**config.mk**
```make
export PLATFORM = sky130hd
export DESIGN_NAME = branch_resolve_queue
export DESIGN_NICKNAME = d
export VERILOG_FILES = /design/src/rtl/mips_core_pkg.sv /design/src/rtl/branch_resolve_queue_fifo.sv /design/src/rtl/branch_resolve_queue.sv
export SDC_FILE = /design/constraint.sdc
export NUM_CORES = 1
export LEC_CHECK = 0
export ABC_AREA = 1
export CELL_PAD_IN_SITES_DETAIL_PLACEMENT = 1
export CELL_PAD_IN_SITES_GLOBAL_PLACEMENT = 1
export CORE_ASPECT_RATIO = 1.75
export CORE_UTILIZATION = 39
export CTS_CLUSTER_SIZE = 25
export DETAILED_ROUTE_END_ITERATION = 10
export GPL_TIMING_DRIVEN = 0
export MAX_ROUTING_LAYER = met4
export PLACE_DENSITY_LB_ADDON = 0.25
export SYNTH_ARGS = -nofsm -noshare
export SYNTH_HDL_FRONTEND = slang
export SYNTH_HIERARCHICAL = 1
export SYNTH_SLANG_ARGS = --single-unit
export TNS_END_PERCENT = 100
```
**constraint.sdc**
```tcl
create_clock -name clk -period 5.9 [get_ports clk]
set_input_delay 0.885 -clock clk [delete_from_list [all_inputs] [get_ports clk]]
set_output_delay 0.885 -clock clk [all_outputs]
set_load 0.1 [all_outputs]
```
**src/rtl/mips_core_pkg.sv**
```systemverilog
// mips_core_pkg: shared core types for the branch resolve queue.
//  BranchOutcome        - predicted/actual direction of a conditional branch
//  branch_rq_entry_t    - one in-flight branch: pc, prediction, recovery target
//  branch_rq_state_t    - resolve-queue FSM states (NORMAL, FLUSH)
//  `ADDR_WIDTH          - pc/target width, defaults to 32 when not set by the build
`ifndef ADDR_WIDTH
`define ADDR_WIDTH 32
`endif

package mips_core_pkg;

  typedef enum logic {
    NOT_TAKEN = 1'b0,
    TAKEN     = 1'b1
  } BranchOutcome;

  typedef struct packed {
    logic [`ADDR_WIDTH-1:0] pc;
    BranchOutcome           prediction;
    logic [`ADDR_WIDTH-1:0] recovery_tgt;
  } branch_rq_entry_t;

  typedef enum logic {
    BRQ_NORMAL = 1'b0,
    BRQ_FLUSH  = 1'b1
  } branch_rq_state_t;

endpackage

```
**src/rtl/branch_resolve_queue_fifo.sv**
```systemverilog
// branch_rq_fifo: in-order storage for predicted branches awaiting resolution.
// Ports:
//  clk, rst      clock, synchronous active-high reset
//  push, wdata   write tail (ignored unless ready is high)
//  pop           advance head
//  clear         discard every entry (wins over push/pop)
//  rdata         current head entry
//  empty         no entries held
//  ready         registered ~full, valid for the current cycle
//  count         occupancy 0..DEPTH
// DEPTH must be a power of two so the pointers wrap by natural overflow.
module branch_rq_fifo
  import mips_core_pkg::*;
#(
  parameter int DEPTH = 4
) (
  input  logic                       clk,
  input  logic                       rst,
  input  logic                       push,
  input  branch_rq_entry_t           wdata,
  input  logic                       pop,
  input  logic                       clear,
  output branch_rq_entry_t           rdata,
  output logic                       empty,
  output logic                       ready,
  output logic [$clog2(DEPTH):0]     count
);

  localparam int PTR_W = $clog2(DEPTH);
  localparam int CNT_W = PTR_W + 1;

  branch_rq_entry_t   mem [DEPTH];
  logic [PTR_W-1:0]   wr_ptr_q;
  logic [PTR_W-1:0]   rd_ptr_q;
  logic [CNT_W-1:0]   count_q;
  logic [CNT_W-1:0]   count_next;
  logic               ready_q;
  logic               do_push;
  logic               do_pop;

  assign do_push = push & ready_q & ~clear;
  assign do_pop  = pop & (count_q != '0) & ~clear;

  always_comb begin
    count_next = count_q;
    if (clear) begin
      count_next = '0;
    end else begin
      case ({do_push, do_pop})
        2'b10:   count_next = count_q + 1'b1;
        2'b01:   count_next = count_q - 1'b1;
        default: count_next = count_q;
      endcase
    end
  end

  always_ff @(posedge clk) begin
    if (rst) begin
      wr_ptr_q <= '0;
      rd_ptr_q <= '0;
      count_q  <= '0;
      ready_q  <= 1'b1;
    end else begin
      if (clear) begin
        wr_ptr_q <= '0;
        rd_ptr_q <= '0;
      end else begin
        if (do_push) wr_ptr_q <= wr_ptr_q + 1'b1;
        if (do_pop)  rd_ptr_q <= rd_ptr_q + 1'b1;
      end
      count_q <= count_next;
      // Ready is computed from next occupancy so it never depends
      // combinationally on this cycle's push/pop inputs downstream.
      ready_q <= (count_next != CNT_W'(DEPTH));
    end
  end

  // Storage needs no reset: entries are only read when count says valid.
  always_ff @(posedge clk) begin
    if (do_push) mem[wr_ptr_q] <= wdata;
  end

  assign rdata = mem[rd_ptr_q];
  assign empty = (count_q == '0);
  assign ready = ready_q;
  assign count = count_q;

endmodule

```
**src/rtl/branch_resolve_queue.sv**
```systemverilog
// branch_resolve_queue: queues decode-stage branch predictions in program
// order, retires the oldest when execute resolves it, and emits predictor
// feedback plus, on a mispredict, a fetch redirect and wrong-path flush.
// Ports:
//  clk, rst                 clock, synchronous active-high reset
//  i_dec_*                  predicted branch from decode (pc, prediction, recovery target)
//  o_dec_ready              queue accepts this cycle (registered)
//  i_ex_*                   resolution of the oldest branch (pc, outcome)
//  o_fb_*                   predictor feedback, o_fb_valid is a 1-cycle pulse
//  o_redirect_valid/_tgt    restart fetch at the stored recovery target
//  o_flush                  kill wrong-path younger instructions
//  o_err                    sticky protocol error (overflow, empty resolve, pc mismatch)
//  o_dbg_state              FSM state (0 NORMAL, 1 FLUSH)
//  o_dbg_count              queue occupancy
//  o_stat_branches/_mispredicts  saturating counters, only with BRANCH_RESOLVE_STATS_EN
// Handshake: a decode branch transfers on a clock edge where i_dec_valid and
// o_dec_ready are both high; o_dec_ready comes from registers only, so a
// valid while not ready is a dropped branch (flagged on o_err). i_ex_valid
// has no ready: execute may resolve whenever a branch is in flight.
// Build option: define BRANCH_RESOLVE_STATS_EN to add the statistics counters.
module branch_resolve_queue
  import mips_core_pkg::*;
#(
  parameter int DEPTH  = 4,
  parameter int ADDR_W = `ADDR_WIDTH
) (
  input  logic                   clk,
  input  logic                   rst,
  input  logic                   i_dec_valid,
  input  logic [ADDR_W-1:0]      i_dec_pc,
  input  BranchOutcome           i_dec_prediction,
  input  logic [ADDR_W-1:0]      i_dec_recovery_tgt,
  output logic                   o_dec_ready,
  input  logic                   i_ex_valid,
  input  logic [ADDR_W-1:0]      i_ex_pc,
  input  BranchOutcome           i_ex_outcome,
  output logic                   o_fb_valid,
  output logic [ADDR_W-1:0]      o_fb_pc,
  output BranchOutcome           o_fb_prediction,
  output BranchOutcome           o_fb_outcome,
  output logic                   o_redirect_valid,
  output logic [ADDR_W-1:0]      o_redirect_tgt,
  output logic                   o_flush,
  output logic                   o_err,
  output logic                   o_dbg_state,
  output logic [$clog2(DEPTH):0] o_dbg_count
`ifdef BRANCH_RESOLVE_STATS_EN
  ,
  output logic [31:0]            o_stat_branches,
  output logic [31:0]            o_stat_mispredicts
`endif
);

  branch_rq_state_t  state_q;
  branch_rq_entry_t  wr_entry;
  branch_rq_entry_t  head;
  logic              fifo_empty;
  logic              fifo_ready;
  logic              in_normal;
  logic              resolve;
  logic              mispredict;
  logic              push;
  logic              pop;
  logic              err_event;

  assign wr_entry.pc           = i_dec_pc;
  assign wr_entry.prediction   = i_dec_prediction;
  assign wr_entry.recovery_tgt = i_dec_recovery_tgt;

  always_comb begin
    in_normal  = (state_q == BRQ_NORMAL);
    resolve    = in_normal & i_ex_valid & ~fifo_empty;
    mispredict = resolve & (head.prediction != i_ex_outcome);
    // A branch arriving in the same cycle a mispredict resolves is on the
    // wrong path, so it is not written.
    push       = in_normal & i_dec_valid & fifo_ready & ~mispredict;
    pop        = resolve & ~mispredict;
    // During FLUSH both request inputs are ignored without raising errors.
    err_event  = in_normal & ((i_dec_valid & ~fifo_ready)
                            | (i_ex_valid & fifo_empty)
                            | (resolve & (i_ex_pc != head.pc)));
  end

  branch_rq_fifo #(
    .DEPTH (DEPTH)
  ) u_fifo (
    .clk   (clk),
    .rst   (rst),
    .push  (push),
    .wdata (wr_entry),
    .pop   (pop),
    .clear (mispredict),
    .rdata (head),
    .empty (fifo_empty),
    .ready (fifo_ready),
    .count (o_dbg_count)
  );

  always_ff @(posedge clk) begin
    if (rst) begin
      state_q          <= BRQ_NORMAL;
      o_fb_valid       <= 1'b0;
      o_fb_pc          <= '0;
      o_fb_prediction  <= NOT_TAKEN;
      o_fb_outcome     <= NOT_TAKEN;
      o_redirect_valid <= 1'b0;
      o_redirect_tgt   <= '0;
      o_flush          <= 1'b0;
      o_err            <= 1'b0;
    end else begin
      o_fb_valid       <= resolve;
      o_redirect_valid <= mispredict;
      o_flush          <= mispredict;
      o_err            <= o_err | err_event;
      if (resolve) begin
        o_fb_pc         <= head.pc;
        o_fb_prediction <= head.prediction;
        o_fb_outcome    <= i_ex_outcome;
      end
      if (mispredict) o_redirect_tgt <= head.recovery_tgt;
      case (state_q)
        BRQ_NORMAL: if (mispredict) state_q <= BRQ_FLUSH;
        BRQ_FLUSH:  state_q <= BRQ_NORMAL;
        default:    state_q <= BRQ_NORMAL;
      endcase
    end
  end

  // Ready is the FIFO's registered ~full, held low for the flush cycle.
  assign o_dec_ready = fifo_ready & in_normal;
  assign o_dbg_state = (state_q == BRQ_FLUSH);

`ifdef BRANCH_RESOLVE_STATS_EN
  // Counters advance on the edge that raises the matching pulse, so they
  // already include that pulse while it is visible.
  always_ff @(posedge clk) begin
    if (rst) begin
      o_stat_branches    <= '0;
      o_stat_mispredicts <= '0;
    end else begin
      if (resolve && (o_stat_branches != 32'hFFFF_FFFF))
        o_stat_branches <= o_stat_branches + 32'd1;
      if (mispredict && (o_stat_mispredicts != 32'hFFFF_FFFF))
        o_stat_mispredicts <= o_stat_mispredicts + 32'd1;
    end
  end
`endif

endmodule

```
======== Word level (Yosys, flattened, before mapping) ========
Memory sizes are Yosys's and may differ from the RTL's. A register that Yosys moved wholly into a read port is not among the register bits.
Cells that the tools add are included.
storage, ports and cells
  register bits after elaboration ......... 78
  RAM bits ................................ 260
  bits of input ports ..................... 102
  output and inout port bits .............. 75
  logic and storage cells ................. 56
  memories ................................ 1
memory list
  memory      words  width  rd ports  clocked after Yosys merged registers in  wr ports  RTL line                         source
  u_fifo.mem  4      65     1         1                                        1         branch_resolve_queue_fifo.sv:32  branch_rq_entry_t mem [DEPTH];
operators by class
  $add $sub $neg .......................... 4
  eq/ne operators ......................... 5
  mux-type cells .......................... 8
  bitwise logic cells ..................... 23
  reduce and logical (&&, ||, !) cells .... 3
operators with widths
  operator                                                            number
  32-bit inequality test                                              1
  1-bit AND                                                           16
  3-bit one-hot mux with 2 select lines                               1
  2-bit by 1-bit adder with 2-bit output, second input constant       2
  2-bit two-way mux                                                   2
  1-bit inverter                                                      4
  3-bit by 1-bit adder with 3-bit output, second input constant       1
  3-bit logical NOT                                                   1
  1-bit two-way mux                                                   3
  3-bit two-way mux                                                   1
  3-bit inequality test, second input constant                        1
  1-bit OR                                                            3
  3-bit nonzero test                                                  1
  3-bit by 1-bit subtractor with 3-bit output, second input constant  1
  2-bit by 1-bit == test with 1-bit output, second input constant     1
  2-bit == test, second input constant                                1
  1-bit one-hot mux with 2 select lines                               1
  2-bit OR reduction                                                  1
  1-bit inequality test                                               1

======== Longest topological paths before layout ========
  depth after elaboration ................. 12
  gate-level depth with buffers ........... 21
  gate-level depth less buffers ........... 18

======== Cells and area by module ========
Netlist, hierarchy kept.
modules (own cells, without submodules)
  module                times used  cells an instance  area an instance (sq um)  seq. area each (sq um)
  branch_rq_fifo        1           707                10498.8                   8007.7
  branch_resolve_queue  1           399                2907.8                    1401.3

======== Worst setup path before layout ========
Ideal clock, no wire load.
  path kind ............................... register to register
  from .................................... reg state_q (netlist: o_dbg_state)
  to ...................................... mem u_fifo/mem[0][0] (netlist bit) (enable)
  setup time .............................. 0.488 ns
  arrival time ............................ 5.399 ns
  required time ........................... 5.412 ns
  path slack .............................. 0.013 ns
  cell stages (with the launch flop) ...... 8
  path buffers ............................ 0
  clock period less this slack ............ 5.887 ns
  path through ............................ dfxtp_1 -> nor2_1 -> nand2_1 -> nor2_1 -> nand2_1 -> nor2_1 -> inv_1 -> nor2_1
on the way
  cells in the longest elaborated chain, start to end .. 10
  elaborated cells on any way between the ends .. 12
  those cells by class .................... 2 x mux; 10 x bitwise
RTL lines
  item                                         RTL line                         source
  start, declared                              branch_resolve_queue.sv:54       branch_rq_state_t state_q;
  start signal, assigned                       branch_resolve_queue.sv:101      state_q <= BRQ_NORMAL;
  start signal, assigned                       branch_resolve_queue.sv:122      BRQ_NORMAL: if (mispredict) state_q <= BRQ_FLUSH;
  start signal, assigned                       branch_resolve_queue.sv:123      BRQ_FLUSH: state_q <= BRQ_NORMAL;
  1-bit inverter (*)                           --
  1-bit AND (2 in a row)                       branch_resolve_queue.sv:72       resolve = in_normal & i_ex_valid & ~fifo_empty;
  1-bit AND                                    branch_resolve_queue.sv:73       mispredict = resolve & (head.prediction != i_ex_outcome);
  1-bit inverter                               branch_resolve_queue.sv:76       push = in_normal & i_dec_valid & fifo_ready & ~mispredict;
  1-bit AND (*)                                branch_resolve_queue.sv:76
  net push                                     branch_resolve_queue.sv:62       logic push;
  1-bit AND (*) (2 in a row)                   branch_resolve_queue_fifo.sv:41  assign do_push = push & ready_q & ~clear;
  1-bit two-way mux (*)                        branch_resolve_queue_fifo.sv:80  if (do_push) mem[wr_ptr_q] <= wdata;
  1-bit two-way mux (not written as such) (*)  branch_resolve_queue_fifo.sv:80
  end, declared                                branch_resolve_queue_fifo.sv:32
Mark *: on every way through the listed nets, which the timed path passes. The rest lies on a longest branch.

==> run_results.csv <==
group,metric,value,unit
synth,ys_seq_area_frac,0.702,
final_layout,drive_above_1_share,0.111,
power_and_ir_drop,ir_worst_vdd,0.000351,V
clocking,cts_hold_buf,0,
worst_setup_path,crit_type,"flip-flop to flip-flop",
final_layout,synthToLayoutAreaGrowth,26.6,%
timing,clock_skew,0.00890,ns
timing,setup_ws,1.72,ns
outcome,outcome,"complete, no violations",
clocking,h-tree-depth,1,
timing,tns,0,ns
grt,grt_max_degree,26,
power_and_ir_drop,p_leak,6.00,nW
grt,overflow,0,
timing,min_period,4.18,ns
clocking,cts_tree,"yes",
grt,grt_usage,0.221,
placement,gp_congestion,0.793,
clocking,cts.clk_slew.worst_paths,0.07,ns
timing,finalCritPeriodShare,0.709,
route,drt-wirelength-per-cell,20.7,um
power_and_ir_drop,power.density,485,mW/mm^2
clocking,ctsRootBufferMaster,"clkbuf_16",
timing,setup_violations,0,
grt,grt_pass1_wl,55.4,mm
worst_setup_path,path_max_fanout,24,
worst_setup_path,end_kind,"flip-flop",
synth,synth_edf_count,260,
floorplanning,fp-row-count,89,
clocking,clk_latency,0.57,ns
power_and_ir_drop,swShare,0.397,
synth,synth_area,0.0134,mm^2
final_layout,layout.nets,1431,
floorplanning,die_area,0.0352,mm^2
timing,worst_pin_slew,1.07,ns
synth,synth_nets,1214,
timing,maxSlewViolCount,0,
synth,synthCells,1106,
clocking,cts_buffers,31,
synth,syn-mean-instance-area,12.1,um^2
hold_path,worstHoldPathType,"flip-flop to flip-flop",
power_and_ir_drop,power_frac_seq,0.395,
placement,io_buffer_count,176,
timing,slew_headroom,0.284,
timing,final_hold_viol_count,0,
route,vias,9154,
final_layout,finalNonFillerCells,1810,
floorplanning,initial_core_util,0.397,
route,drc,0,
synth,ys_top_cells_by_area,"edfxtp_1 58%, dfxtp_1 12%, nor2_1 7.2%",
route,routed_wl,37.5,mm
worst_setup_path,crit_required,6.17,ns
floorplanning,io_pins,177,
placement,hpwl,26.5,mm
synth,synth_ff_type,"edfxtp_1",
power_and_ir_drop,pwr-share-clk,0.244,
synth,synth_seq_cells,340,
route,via_per_inst,5.06,
placement,place_worst_setup_slack,1.38,ns
clocking,post_cts_buffers,0,
route,ant_nets,0,
grt,antenna_found_initial,7,
synth,synth_top_area_share,0.582,
synth,synth_warnings,6,
job,maxCapViolCount,0,
timing,fmax,239,MHz
floorplanning,core_area,0.0337,mm^2
grt,grt_pass1_vias,9817,
worst_setup_path,crit_arrival,4.45,ns
synth,synth_cell_types,30,
power_and_ir_drop,p_comb_frac,0.361,
worst_setup_path,start_kind,"flip-flop",
synth,yosysMostFrequentCell,"edfxtp_1",
synth,synth_largest_area_cell,"edfxtp_1",
route,initialDrtViolationCount,378,
clocking,clockBufferDepth,3,
clocking,cts_resized,0,
route,drt-pass1-iter-count,4,
synth,async_flop_share,0,
clocking,clock_sinks,340,
timing,rsz0062_at_grt,"no",
power_and_ir_drop,intPower,4.96,mW
synth,synthTopCellsByCount,"260 x edfxtp_1, 257 x nor2_1, 160 x o21ai_0",
power_and_ir_drop,p_switching,3.26,mW
floorplanning,die_w,142,um
placement,dp.cells,1745,
floorplanning,chipHeight,247,um
[power groups by stage]
stage / logic (mW) / clock network [mW] / registers, mW
6_report: 2.97 / 2.01 / 3.25
3_5_place_dp: 2.99 / 0 / 3.30
5_1_grt: 3.13 / 2.13 / 3.29
3_3_place_gp: 2.88 / 0 / 3.35
2_1_floorplan: 0.911 / 0 / 4.46
4_1_cts: 3.01 / 2.05 / 3.25
[final cells by class]
| cell class | instances | area [um^2] |
|---|---|---|
| sequential | 340 | 9410 |
| buffer | 62 | 404 |
| inverter | 43 | 166 |
| antenna | 8 | 20.0 |
| clock buffer | 41 | 875 |
| clock inverter | 16 | 146 |
| timing repair buffer | 184 | 1920 |
| tap | 455 | 569 |
| multi-input combinational | 661 | 3460 |
| fill | 3608 | 16800 |
[routing by layer]
metal | routed length (um) | GRT usage
met3 | 1570 | 0.0242
met5 | 0 | -
met1 | 13600 | 0.219
met2 | 21000 | 0.426
met4 | 1400 | 0.101
[kinds of logic (layout without fill, tap and decap cells)]
kind of cell	after synthesis	in the layout	share of synthesized area
adders and majority gates	6	6	0.00616
buffers and inverters	105	346	0.0426
xor gates and xnor gates	24	24	0.0157
other	0	8	0
DFF	340	340	0.702
AOI/OAI and AO/OA	279	279	0.121
and+or+nand+nor	352	352	0.112
[sequential cells by signal, indices dropped and copies added (netlist names), named ones only]
name	count
o_fb_outcome	1
o_fb_pc	32
o_redirect_tgt	32
u_fifo/mem	260
o_flush	1
o_dbg_state	1
u_fifo/count	3
u_fifo/rd_ptr_q	2
o_fb_valid	1
o_err	1
u_fifo/wr_ptr_q	2
u_fifo/ready	1
o_fb_prediction	1
[worst paths after layout]
path	start	end	slack [ns]	depth (start not counted)
worst min register to register	u_fifo/ready$_SDFF_PP1_	u_fifo/wr_ptr_q[0]$_SDFFE_PP0P_	0.51	2
worst min-delay path	u_fifo/ready$_SDFF_PP1_	u_fifo/wr_ptr_q[0]$_SDFFE_PP0P_	0.51	2
worst max register to register	flip-flop	u_fifo/mem[3][29]$_DFFE_PP_	1.72	14
worst max-delay path	flip-flop	u_fifo/mem[3][29]$_DFFE_PP_	1.72	14
[critical path: stages (launching register included)]
cell	delay, ns
dfxtp_1	0.36
buf_4	0.21
clkbuf_1	0.41
o21ai_0	0.20
o22ai_1	0.27
xnor2_1	0.24
nor2_4	0.12
buf_4	0.22
nor2_1	0.11
nand2_1	0.09
nor2_1	0.13
inv_1	0.21
nor2_4	0.76
buf_12	0.28
buf_12	0.22
[layout by cell type (no fill, tap or decap), types with 4 or more instances in the layout]
cell type        netlist  routed
o22ai_1               45      45
inv_1                 39      39
clkbuf_16              0      32
nor2_1               257     253
nand2_1               66      66
o22ai_2               20      20
nor2_2                 5       5
xnor2_1               24      24
buf_6                 11      11
ha_1                   5       5
a21oi_1               11      11
clkbuf_1              29      34
o21ai_1               36      36
edfxtp_1             260     260
clkinv_2               0       7
clkbuf_8               0       4
dfxtp_1               80      80
buf_2                 14      14
nor2_4                21      25
buf_12                 3      11
o21ai_0              160     160
diode_2                0       8
o21ai_2                5       5
clkdlybuf4s50_1        0     176
[stage by stage]
step / total power, mW / utilization / hold slack, ns / instance area, um^2
3_5_place_dp: 6.30 / 0.472 / 0.498 / 15900
5_1_grt: 8.55 / 0.503 / 0.537 / 17000
6_report: 8.22 / 0.503 / 0.509 / 17000
4_1_cts: 8.31 / 0.502 / 0.511 / 16900
2_1_floorplan: 5.37 / - / 0.472 / 13400
3_3_place_gp: 6.23 / 0.466 / 0.475 / 15700
No activity file was read; power rests on OpenSTA's default activity.
==> variant 1: new RTL, same flow settings <==
The output `o_redirect_valid` loses its register stage (`o_redirect_valid` becomes a continuous assignment).
--- a/src/rtl/branch_resolve_queue.sv
+++ b/src/rtl/branch_resolve_queue.sv
@@ -105,3 +105,2 @@
       o_fb_outcome     <= NOT_TAKEN;
-      o_redirect_valid <= 1'b0;
       o_redirect_tgt   <= '0;
@@ -111,3 +110,2 @@
       o_fb_valid       <= resolve;
-      o_redirect_valid <= mispredict;
       o_flush          <= mispredict;
@@ -127,2 +125,4 @@
   end
+
+  assign o_redirect_valid = mispredict;
 
Check against the original RTL: not equivalent (Yosys sat finds a counterexample within 4 cycles, from zero or initial values and one cycle with rst high).
==> variant 1 against the unedited design <==
  * Synthesized area is essentially flat
  * Setup slack lost 0.66 ns
  * Wire length grew 1.9%
  * Sequential cell count unchanged
  * Sequential share of layout area down 0.094 points
  * First-iteration DRC count grew 2.6%
  * Total power increased by 0.11%
  * Cell area is 0.17% higher
==> variant 1: results (changes against the unedited design) <==
R2r endpoint - u_fifo/mem[3][25]
Critical Path AT - 3.95 ns (-0.50 ns)
R2R cell count - 15 (+1)
Crit path max fanout - 15 (-38%)
Crit Path Class - reg -> out
Post-synthesis compound-gate area fraction - 0.121 (about the same)
Final GP Congestion - 0.800 (+0.95%)
Post-DP Area - 16000 um^2 (+0.47%)
Worst path slowest cell - clkdlybuf4s50_1
Sequential area share after synthesis - 0.702 (about the same)
Syn_nets - 1213 (-0.082%)
Cells after Synth - 1105 (-0.090%)
Placed Cells - 1747 (+0.11%)
DP Wirelength - 26900 um (+1.5%)
Worst setup margin - 1.06 ns (-0.658 ns)
Hold Path Sink - o_err
Initial antenna violation count - 5 (-2)
Leak - 0.00602 uW (+0.35%)
Routed WL per cell - 21.1 um (+1.9%)
Pin slew with the least headroom to its limit - 1.03 ns (-0.0405 ns)
Pre-CTS setup slack - 1.24 ns (-0.131 ns)
Met2 Usage GRT - 0.438 (+0.0124)
Slack of the worst reg-to-reg path - 1.68 ns (-0.04 ns)
Worst Setup EP - o_redirect_valid
Met3 Use GR - 0.0281 (+0.00387)
Status - finished clean
Worst path max stage delay - 1.17 ns (+0.41 ns)
Nets - 1433 (+0.14%)
Beginning of the worst hold path - o_err
Total GRT Usage - 0.229 (+0.00715)
Met3 WL - 1580 um (+0.32%)
Adder-Cell Fraction of Synth Area - 0.00616 (about the same)
Largest cells by area after synthesis - edfxtp_1 58%, dfxtp_1 12%, nor2_1 7.2%
Hold slack - 0.503 ns (-0.00551 ns)
-- variant 1: cell count changes after synthesis --
cell   change
buf_4      -1
-- variant 1: logic make-up after synthesis --
logic type,after synthesis
AOI/OAI and AO/OA,279
xor gates and xnor gates,24
adders and majority gates,6
buffers and inverters,104
DFF,340
and+or+nand+nor,352
-- variant 1: power breakdown --
group / leakage [uW] / internal (uW) / total [uW] / switching [uW]
Sequential: 0.00303 / 3080 / 3250 / 171
Combinational: 0.00250 / 778 / 3020 / 2250
Clock: 0.000494 / 1090 / 1960 / 871
-- variant 1: layout make-up --
| class | count | area (um^2) |
|---|---|---|
| tap | 455 | 569 |
| clock inverter | 20 | 150 |
| multi-input combinational | 661 | 3460 |
| buffer | 61 | 397 |
| sequential | 340 | 9410 |
| inverter | 43 | 166 |
| clock buffer | 38 | 832 |
| fill | 3567 | 16700 |
| antenna | 5 | 12.5 |
| timing repair buffer | 187 | 2000 |
==> variant 2: new RTL, same settings <==
Made on the original files. `ADDR_WIDTH`: 32 -> 24. Comments in the files are not updated.
--- a/src/rtl/mips_core_pkg.sv
+++ b/src/rtl/mips_core_pkg.sv
@@ -6,3 +6,3 @@
 `ifndef ADDR_WIDTH
-`define ADDR_WIDTH 32
+`define ADDR_WIDTH 24
 `endif
Interface: changed (5 resized); port bits go from 177 to 137. The function was not compared with the original's and may differ.
==> variant 2 against the unedited design <==
  * Sequential cell count shrank 80
  * First-iteration DRC count down 16%
  * Total power decreased by 23%
  * Wire length shrank 25%
  * Synthesized area fell by 24%
  * Cell area down 24%
  * Core utilization rose by 0.48 points
  * Setup slack worse by 0.049 ns
  * Critical path type unchanged
  * Largest cell class unchanged
==> variant 2: results (changes against the unedited design) <==
Initial antenna violation count - 1 (-6)
Regs by FF count - u_fifo/mem (196), o_fb_pc (24), o_redirect_tgt (24)
Largest net degree at the start of global routing - 27 (+3.8%)
Status - finished clean
First-pass GRT wire length - 43000 um (-22%)
Hold Path Sink - o_redirect_tgt[20]
Via count - 7238 (-21%)
H-tree depth - 1 (unchanged)
Top delay family on crit path - buffers and inverters
Post-DP Area - 12100 um^2 (-24%)
Slack of the worst reg-to-reg path - 1.67 ns (-0.05 ns)
Worst path max stage delay - 0.76 ns (about the same)
Critical Path AT - 4.44 ns (about the same)
Largest cells by area after synthesis - edfxtp_1 58%, dfxtp_1 13%, nor2_1 8.1%
Num CTS Buffers - 25 (-19%)
Worst hold path type - reg -> reg
Ys flop type - edfxtp_1
Routed WL per cell - 20.1 um (-3.2%)
Vias in the first global route - 7991 (-19%)
Synth top cells by count - 219 x nor2_1, 196 x edfxtp_1, 132 x o21ai_0
Post-Layout Cell Count - 1409 (-22%)
Layout cell share with drive strength beyond 1 - 0.0760 (-0.0354)
DP Wirelength - 19200 um (-28%)
Crit path max fanout - 26 (+8.3%)
IR drop worst, VDD - 0.271 mV (-23%)
Grt met1 use - 0.233 (+0.0139)
Clock latency on the worst-skew pair - 0.53 ns (-0.04 ns)
Post-synth EDFFs - 196 (-25%)
Final GP Congestion - 0.741 (-6.6%)
Beginning of the worst hold path - o_redirect_tgt[20]
Met2 Usage GRT - 0.413 (-0.0131)
Worst Skew - 0.0155 ns (+0.00664 ns)
R2r endpoint - u_fifo/mem[3][1]
Number of port buffers - 136 (-23%)
Placed Cells - 1363 (-22%)
Post-CTS Setup Bufs - 0 (unchanged)
Sequential area share after synthesis - 0.707 (+0.00490)
Met3 Use GR - 0.0287 (+0.00446)
Drt first-iter violations - 316 (-16%)
Syn_nets - 989 (-19%)
Nets - 1158 (-19%)
Top cell type's share of synthesized area - 0.580 (-0.00198)
Slew headroom - 0.309 (+0.0250)
Synth cell types - 27 (-10%)
Leak - 0.00477 uW (-21%)
Sw frac - 0.387 (-0.00953)
Cells after Synth - 905 (-18%)
Total GRT Usage - 0.225 (+0.00365)
Hold slack - 0.484 ns (-0.0242 ns)
Ys async rst share - 0 (unchanged)
[variant 2: cell count changes in the layout (fill, tap and decap cells not counted), sizes merged, moves of 7 or more]
| cell | before | now |
|---|---|---|
| diode | 8 | 1 |
| clkbuf | 70 | 54 |
| nand2 | 66 | 78 |
| dfxtp | 80 | 64 |
| inv | 44 | 64 |
| edfxtp | 260 | 196 |
| buf | 41 | 32 |
| o22ai | 65 | 49 |
| xnor2 | 24 | 0 |
| o21ai | 201 | 152 |
| nor2 | 283 | 219 |
| clkdlybuf4s50 | 176 | 136 |
[variant 2: cell type report]
cell class                 instances  area, um^2
inverter                          65         250
timing repair buffer             142        1490
antenna                            1        2.50
buffer                            46         275
multi-input combinational        534        2480
fill                            2738       12500
clock inverter                    11         155
tap                              316         395
clock buffer                      34         701
sequential                       260        7170
[variant 2: layer usage]
layer	wire length, um	up-vias
met5	0	-
li1	-	3460
met1	10700	3544
met4	1060	0
met2	15300	172
met3	1170	62
[variant 2: how the worst max path moves through the flow]
stage | start | endpoint | slack, ns
2_1_floorplan | o_dbg_state | u_fifo/mem[0][0] | 0.71
3_3_place_gp | i_ex_outcome | u_fifo/mem[3][45] | -1.33
3_5_place_dp | flop | u_fifo/mem[3][2] | 1.63
4_1_cts | flop | u_fifo/mem[3][1] | 1.60
5_1_grt | flop | u_fifo/mem[2][42] | 1.38
6_report | flop | u_fifo/mem[3][1] | 1.67
[variant 2: worst reg2reg max path: stages, from the launching register on]
cell and delay (ns):
dfxtp_1 0.40, inv_2 0.13, clkbuf_1 0.44, o21ai_0 0.20, o22ai_1 0.29, xor2_1 0.15, nand2_2 0.24, clkinv_2 0.23
buf_6 0.22, nor2_1 0.10, nand2_1 0.10, nor2_1 0.14, inv_1 0.20, nor2_4 0.76, buf_12 0.30
[variant 2: power groups by stage]
stage	Combinational (uW)	Sequential, uW	Clock, uW
floorplan	683	3350	0
global placement	2120	2530	0
detailed placement	2230	2510	0
CTS	2250	2480	1700
global route	2360	2510	1770
finish	2220	2470	1670
[variant 2: kinds of logic after synthesis]
family,Yosys count,synth area share
AND/OR/NAND/NOR,305,0.115
flip-flops,260,0.707
AO/OA/AOI/OAI,220,0.115
buffers and inverters,111,0.0518
adder cells (fa/ha/maj),6,0.00814
XOR/XNOR,3,0.00259
[variant 2: per-stage QoR]
stage / utilization / setup TNS, ns / power (uW) / setup slack [ns]
2_1_floorplan: - / 0 / 4030 / 0.706
3_3_place_gp: 0.468 / -241.43 / 4660 / -1.33
3_5_place_dp: 0.474 / 0 / 4740 / 1.63
4_1_cts: 0.508 / 0 / 6430 / 1.60
5_1_grt: 0.508 / 0 / 6640 / 1.38
6_report: 0.508 / 0 / 6370 / 1.67
